<file path="src/rtl/dma_channel_arbiter.sv">
// Four-channel DREQ arbiter and DACK sequencer for an 8237A-style DMA controller.
// Optional rotating priority is enabled by defining DMA_ROTATE_PRIORITY_EN.
module dma_channel_arbiter #(
    parameter int NCH = 4
) (
    input  logic                   CLK,
    input  logic                   RESET_N,
    input  logic [NCH-1:0]         DREQ,
    input  logic [7:0]             commandReg,
    input  logic [NCH-1:0]         maskReg,
    input  logic [NCH-1:0]         requestReg,
    input  logic                   HLDA,
    input  logic                   cycleDone,
    output logic                   HRQ,
    output logic [NCH-1:0]         DACK,
    output logic [NCH-1:0]         validDreq,
    output logic [$clog2(NCH)-1:0] activeCh,
    output logic                   busy
);
    localparam int PW = $clog2(NCH);

    typedef enum logic [3:0] {
        IDLE    = 4'b0001,
        REQ     = 4'b0010,
        SERVICE = 4'b0100,
        RELEASE = 4'b1000
    } state_t;

    state_t          state;
    logic [NCH-1:0]  dreq_q;
    logic [NCH-1:0]  req;
    logic [PW-1:0]   grant_ch;
    logic [PW-1:0]   prio_ptr;
    logic [PW-1:0]   pick_ch;
    logic            pick_found;
    logic            unused_cmd;

    always_ff @(posedge CLK) begin
        if (!RESET_N) dreq_q <= '0;
        else          dreq_q <= DREQ;
    end

    // Software requests bypass both the mask and the polarity adjustment.
    always_comb begin
        req = ((dreq_q ^ {NCH{commandReg[6]}}) & ~maskReg) | requestReg;
    end

    always_comb begin
        int unsigned cand;
        pick_ch    = '0;
        pick_found = 1'b0;
        cand       = 0;
        for (int unsigned i = 0; i < NCH; i++) begin
            cand = (int'(prio_ptr) + i) % NCH;
            if (!pick_found && req[cand[PW-1:0]]) begin
                pick_ch    = cand[PW-1:0];
                pick_found = 1'b1;
            end
        end
    end

`ifdef DMA_ROTATE_PRIORITY_EN
    always_ff @(posedge CLK) begin
        if (!RESET_N) begin
            prio_ptr <= '0;
        end else if (state == RELEASE) begin
            if (commandReg[4]) begin
                prio_ptr <= PW'((int'(grant_ch) + 1) % NCH);
            end else begin
                prio_ptr <= '0;
            end
        end
    end
    assign unused_cmd = ^{commandReg[5], commandReg[3], commandReg[1:0]};
`else
    always_comb prio_ptr = '0;
    assign unused_cmd = ^{commandReg[5], commandReg[4], commandReg[3], commandReg[1:0]};
`endif

    always_ff @(posedge CLK) begin
        if (!RESET_N) begin
            state     <= IDLE;
            HRQ       <= 1'b0;
            validDreq <= '0;
            activeCh  <= '0;
            busy      <= 1'b0;
            grant_ch  <= '0;
        end else begin
            case (state)
                IDLE: begin
                    if (!commandReg[2] && pick_found) begin
                        grant_ch <= pick_ch;
                        activeCh <= pick_ch;
                        HRQ      <= 1'b1;
                        busy     <= 1'b1;
                        state    <= REQ;
                    end
                end
                REQ: begin
                    // Grant stays locked here; only its own request dropping cancels it.
                    if (HLDA) begin
                        validDreq <= NCH'(1) << grant_ch;
                        state     <= SERVICE;
                    end else if (!req[grant_ch]) begin
                        HRQ   <= 1'b0;
                        busy  <= 1'b0;
                        state <= IDLE;
                    end
                end
                SERVICE: begin
                    if (cycleDone) begin
                        HRQ       <= 1'b0;
                        validDreq <= '0;
                        state     <= RELEASE;
                    end else if (!HLDA) begin
                        HRQ       <= 1'b0;
                        validDreq <= '0;
                        busy      <= 1'b0;
                        state     <= IDLE;
                    end
                end
                RELEASE: begin
                    busy  <= 1'b0;
                    state <= IDLE;
                end
                default: begin
                    HRQ       <= 1'b0;
                    validDreq <= '0;
                    busy      <= 1'b0;
                    state     <= IDLE;
                end
            endcase
        end
    end

    always_comb begin
        for (int unsigned i = 0; i < NCH; i++) begin
            DACK[i] = (state == SERVICE && grant_ch == PW'(i)) ? commandReg[7] : ~commandReg[7];
        end
    end

endmodule

</file>
<file path="config.mk">
export PLATFORM = sky130hd
export DESIGN_NAME = dma_channel_arbiter
export DESIGN_NICKNAME = d
export VERILOG_FILES = /design/src/rtl/dma_channel_arbiter.sv
export SDC_FILE = /design/constraint.sdc
export NUM_CORES = 1
export LEC_CHECK = 0
export CAP_MARGIN = 40
export CORE_ASPECT_RATIO = 0.9
export CORE_MARGIN = 2
export CORE_UTILIZATION = 37
export CTS_CLUSTER_SIZE = 14
export DETAILED_ROUTE_END_ITERATION = 7
export PLACE_DENSITY = 0.78
export SYNTH_ARGS = -nofsm -noshare
export SYNTH_HDL_FRONTEND = slang
export SYNTH_SLANG_ARGS = --single-unit
</file>
<file path="constraint.sdc">
create_clock -name CLK -period 2.1 [get_ports CLK]
set_input_delay 0.42 -clock CLK [delete_from_list [all_inputs] [get_ports CLK]]
set_output_delay 0.42 -clock CLK [all_outputs]
set_load 0.005 [all_outputs]
</file>
==> run_results.csv, run 1 <==
group,metric,value,unit
drt,wl_per_cell,14.0,µm
layout,stdcell_area,1440,µm²
power_and_ir_drop,leakagePower,0.000549,µW
drt,vias,969,
power_and_ir_drop,ir_drop,0.000353,V
clock_network,cts_max_path_buffers,2,
power_and_ir_drop,p_sw,205,µW
yosys,synth_top_family_by_area,"simple AND/OR/NAND/NOR gates",
layout,layout_common_cells,"25 x clkdlybuf4s50_1, 18 x buf_4, 14 x dfxtp_1, 14 x nor2_1",
floorplanning,die_height,52.1,µm
placed_design,gp_congestion,0.836,
timing,fmax,491,MHz
worst_setup_path,critPathKind,"register to primary output",
drt,ant_nets,0,
hold_path,hp-class,"register to register",
placed_design,place_area,1390,µm²
placed_design,dp_hpwl,2020,µm
worst_setup_path,worstPathRequired,1.68,ns
timing,skew,0.00851,ns
global_route,grt_max_degree,10,
clock_network,htree_levels,1,
worst_setup_path,worst_setup_path_start_kind,"register",
global_route,grt_overflow,0,
layout,stdcell_count,181,
floorplanning,rows,17,
clock_network,cts_hold_repair.buffers,0,
global_route,antenna_found_initial,0,
power_and_ir_drop,pwr-share-seq,0.445,
clock_network,clk_pin_slew,0.09,ns
timing,post-route-period-util,0.970,
clock_network,cts_tree,"built",
worst_setup_path,critPathBufInv,2,
timing,layout_min_cycle_time,2.04,ns
drt,post_drt_via_cell_ratio,5.35,
clock_network,clock_sinks,16,
global_route,grt_pass1_vias,1017,
worst_setup_path,cp_slowest_cell,"dfxtp_2",
timing,worst_pin_slew,0.480,ns
power_and_ir_drop,p_comb_frac,0.276,
floorplanning,core,2450,µm²
worst_setup_path,cp_top_family,"simple AND/OR/NAND/NOR gates",
worst_setup_path,reg2reg_depth,8,
placed_design,io_buffer_count,30,
floorplanning,dieArea,2990,µm²
power_and_ir_drop,p_int,548,µW
timing,finalSetupViolations,0,
timing,layout_setup_ws,0.0636,ns
yosys,synthXorXnorAreaFrac,0.0816,
clock_network,root_buffer,"clkbuf_4",
yosys,synth_largest_area_cell,"dfxtp_1",
worst_setup_path,path_max_fanout,2,
yosys,yosys.area_share.simple,0.293,
flow_run,maxCapViolCount,0,
layout,nets,178,
drt,drt_iter0_drc,33,
floorplanning,initial_utilization,0.389,
hold_path,hold-path-cell-count,2,
layout,final_common_cell,"clkdlybuf4s50_1",
yosys,syn_avg_cell_area,9.06,µm²
drt,drt-total-wl,2530,µm
timing,drv_slew,0,
yosys,synth_top_cell_area_share,0.337,
yosys,synth-seq-cells,16,
power_and_ir_drop,clockPowerShare,0.280,
floorplanning,num_io_pins,36,
drt,drc_errors,0,
layout,diodes,0,
clock_network,cts_buffers,3,
yosys,synth_compound_area_frac,0.162,
yosys,synth-adder-area-share,0,
global_route,grt_use_total,0.187,
timing,finalHoldViolCount,0,
yosys,synthArstFlopShare,0,
yosys,netlist_instances,105,
yosys,synth_top_cells_by_area,"dfxtp_1 34%, mux2i_1 6.3%, nor2_1 5.9%, o21bai_4 3.9%, xnor2_1 3.7%",
yosys,yosys_most_used_dff,"dfxtp_1",
layout,area_growth,51.2,%
yosys,synth.area.mux_share,0.0908,
timing,rsz0062_at_grt,"true",
clock_network,clk_latency,0.30,ns
yosys,syn-num-nets,129,
worst_setup_path,end_kind,"primary output",
timing,slew_headroom,0.677,
worst_setup_path,critical_path.max_stage_delay,0.35,ns
placed_design,place_ws,-0.349,ns
yosys,ys_warn_count,0,
floorplanning,die_w,57.4,µm
yosys,yosysUniqueCellTypes,34,
run_status,status,"completed",
worst_setup_path,crit_chain,"nor4b_4, inv_1, or3_1, xor2_1, buf_2",
power_and_ir_drop,powerDensity,524,nW/µm²
layout,layout-drive-gt1-share,0.248,
power_and_ir_drop,p_sw_frac,0.273,
placed_design,placed_cells,176,
yosys,synth_edf_count,0,
yosys,syn_area,951,µm²
drt,dr.pass1.iters,4,
worst_setup_path,cp.depth,5,
worst_setup_path,crit_arrival,1.62,ns
global_route,grt_pass1_wl,4280,µm
yosys,synth.yosys.seq_area_share,0.337,
cell usage after synthesis, types with 3 or more instances:
| cell type | count |
|---|---|
| dfxtp_1 | 16 |
| a21oi_1 | 3 |
| mux2i_1 | 6 |
| clkbuf_1 | 3 |
| xor2_1 | 3 |
| nand3b_1 | 4 |
| nor2_1 | 15 |
| nor4b_1 | 3 |
| nor2b_1 | 3 |
| and2_1 | 4 |
| o21ai_0 | 6 |
| nand2_1 | 6 |
| nor3b_1 | 3 |
| xnor2_1 | 4 |
metal layers:
metal  global-route usage  share of wire  vias to the layer above
li1                     -              -                      473
met1                0.221           0.44                      452
met2                0.314           0.46                       37
met3               0.0448          0.070                        7
met4               0.0969          0.028                        0
met5                    0              0                        -
state kept, by name, summed over array words and instances, names as in the netlist:
| register | cells |
|---|---|
| HRQ | 1 |
| busy | 1 |
| dreq_q | 4 |
| grant_ch | 2 |
| state | 4 |
| validDreq | 4 |
logic make-up (layout without fill, tap and decap cells):
kind of cell	Yosys count	in the layout
AO/OA/AOI/OAI	19	19
XOR/XNOR	8	8
buffers and inverters	7	55
flip-flops	16	16
multiplexers	7	7
AND/OR/NAND/NOR	48	48
path summary, 6_finish.rpt:
check | from | to | slack, ns
min | busy | busy | 0.47
max reg2reg | grant_ch[0] | busy | 0.24
max | state[1] | DACK[0] | 0.06
min reg2reg | busy | busy | 0.47
metrics by stage:
step | total power [µW] | utilization | hold WS (ns) | setup TNS [ns]
after floorplan | 439 | - | 0.451 | 0
after detailed placement | 547 | 0.569 | 0.459 | -2.30
after global routing | 786 | 0.588 | 0.510 | -0.0402
after global placement | 541 | 0.569 | 0.464 | -1.49
final | 753 | 0.588 | 0.473 | 0
after CTS | 754 | 0.591 | 0.476 | 0
worst register-to-register path, stage by stage (launching register included):
cell and delay [ns]:
dfxtp_1 0.39, buf_4 0.19, nor4_1 0.29, o21ai_0 0.17, o21ai_2 0.10, o311ai_0 0.17, buf_4 0.18, nor2b_1 0.13
mux2i_1 0.18
area by class of cell:
class / count / area, µm²
multi-input combinational: 82 / 618
fill: 227 / 1010
tap: 28 / 35.0
clock buffer: 4 / 36.3
timing repair buffer: 48 / 414
sequential: 16 / 323
inverter: 3 / 11.3
power by group through the flow:
stage	Sequential [µW]	Combinational, µW	Clock (µW)
after detailed placement	339	209	0
after global routing	337	224	224
after floorplan	337	102	0
final	335	208	211
after global placement	338	203	0
after CTS	334	207	212
what timing repair did:
| item | in CTS | in global routing |
|---|---|---|
| setup buffers | 1 | 0 |
| gates resized for setup | 13 | 8 |
| gates cloned | 0 | 0 |
| setup endpoints to repair | 7 | 5 |
| pin swaps | 2 | 2 |
(Power assumes the default switching activity.)
==> run 2, diff against run 1 <==
--- a/config.mk
+++ b/config.mk
@@ -11,6 +11,7 @@
 export CORE_UTILIZATION = 37
 export CTS_CLUSTER_SIZE = 14
 export DETAILED_ROUTE_END_ITERATION = 7
+export HOLD_SLACK_MARGIN = 0.12
 export PLACE_DENSITY = 0.78
 export SYNTH_ARGS = -nofsm -noshare
 export SYNTH_HDL_FRONTEND = slang
==> results of run 2 <==
No change in the layout: final DEF, timing and power equal those of run 1.
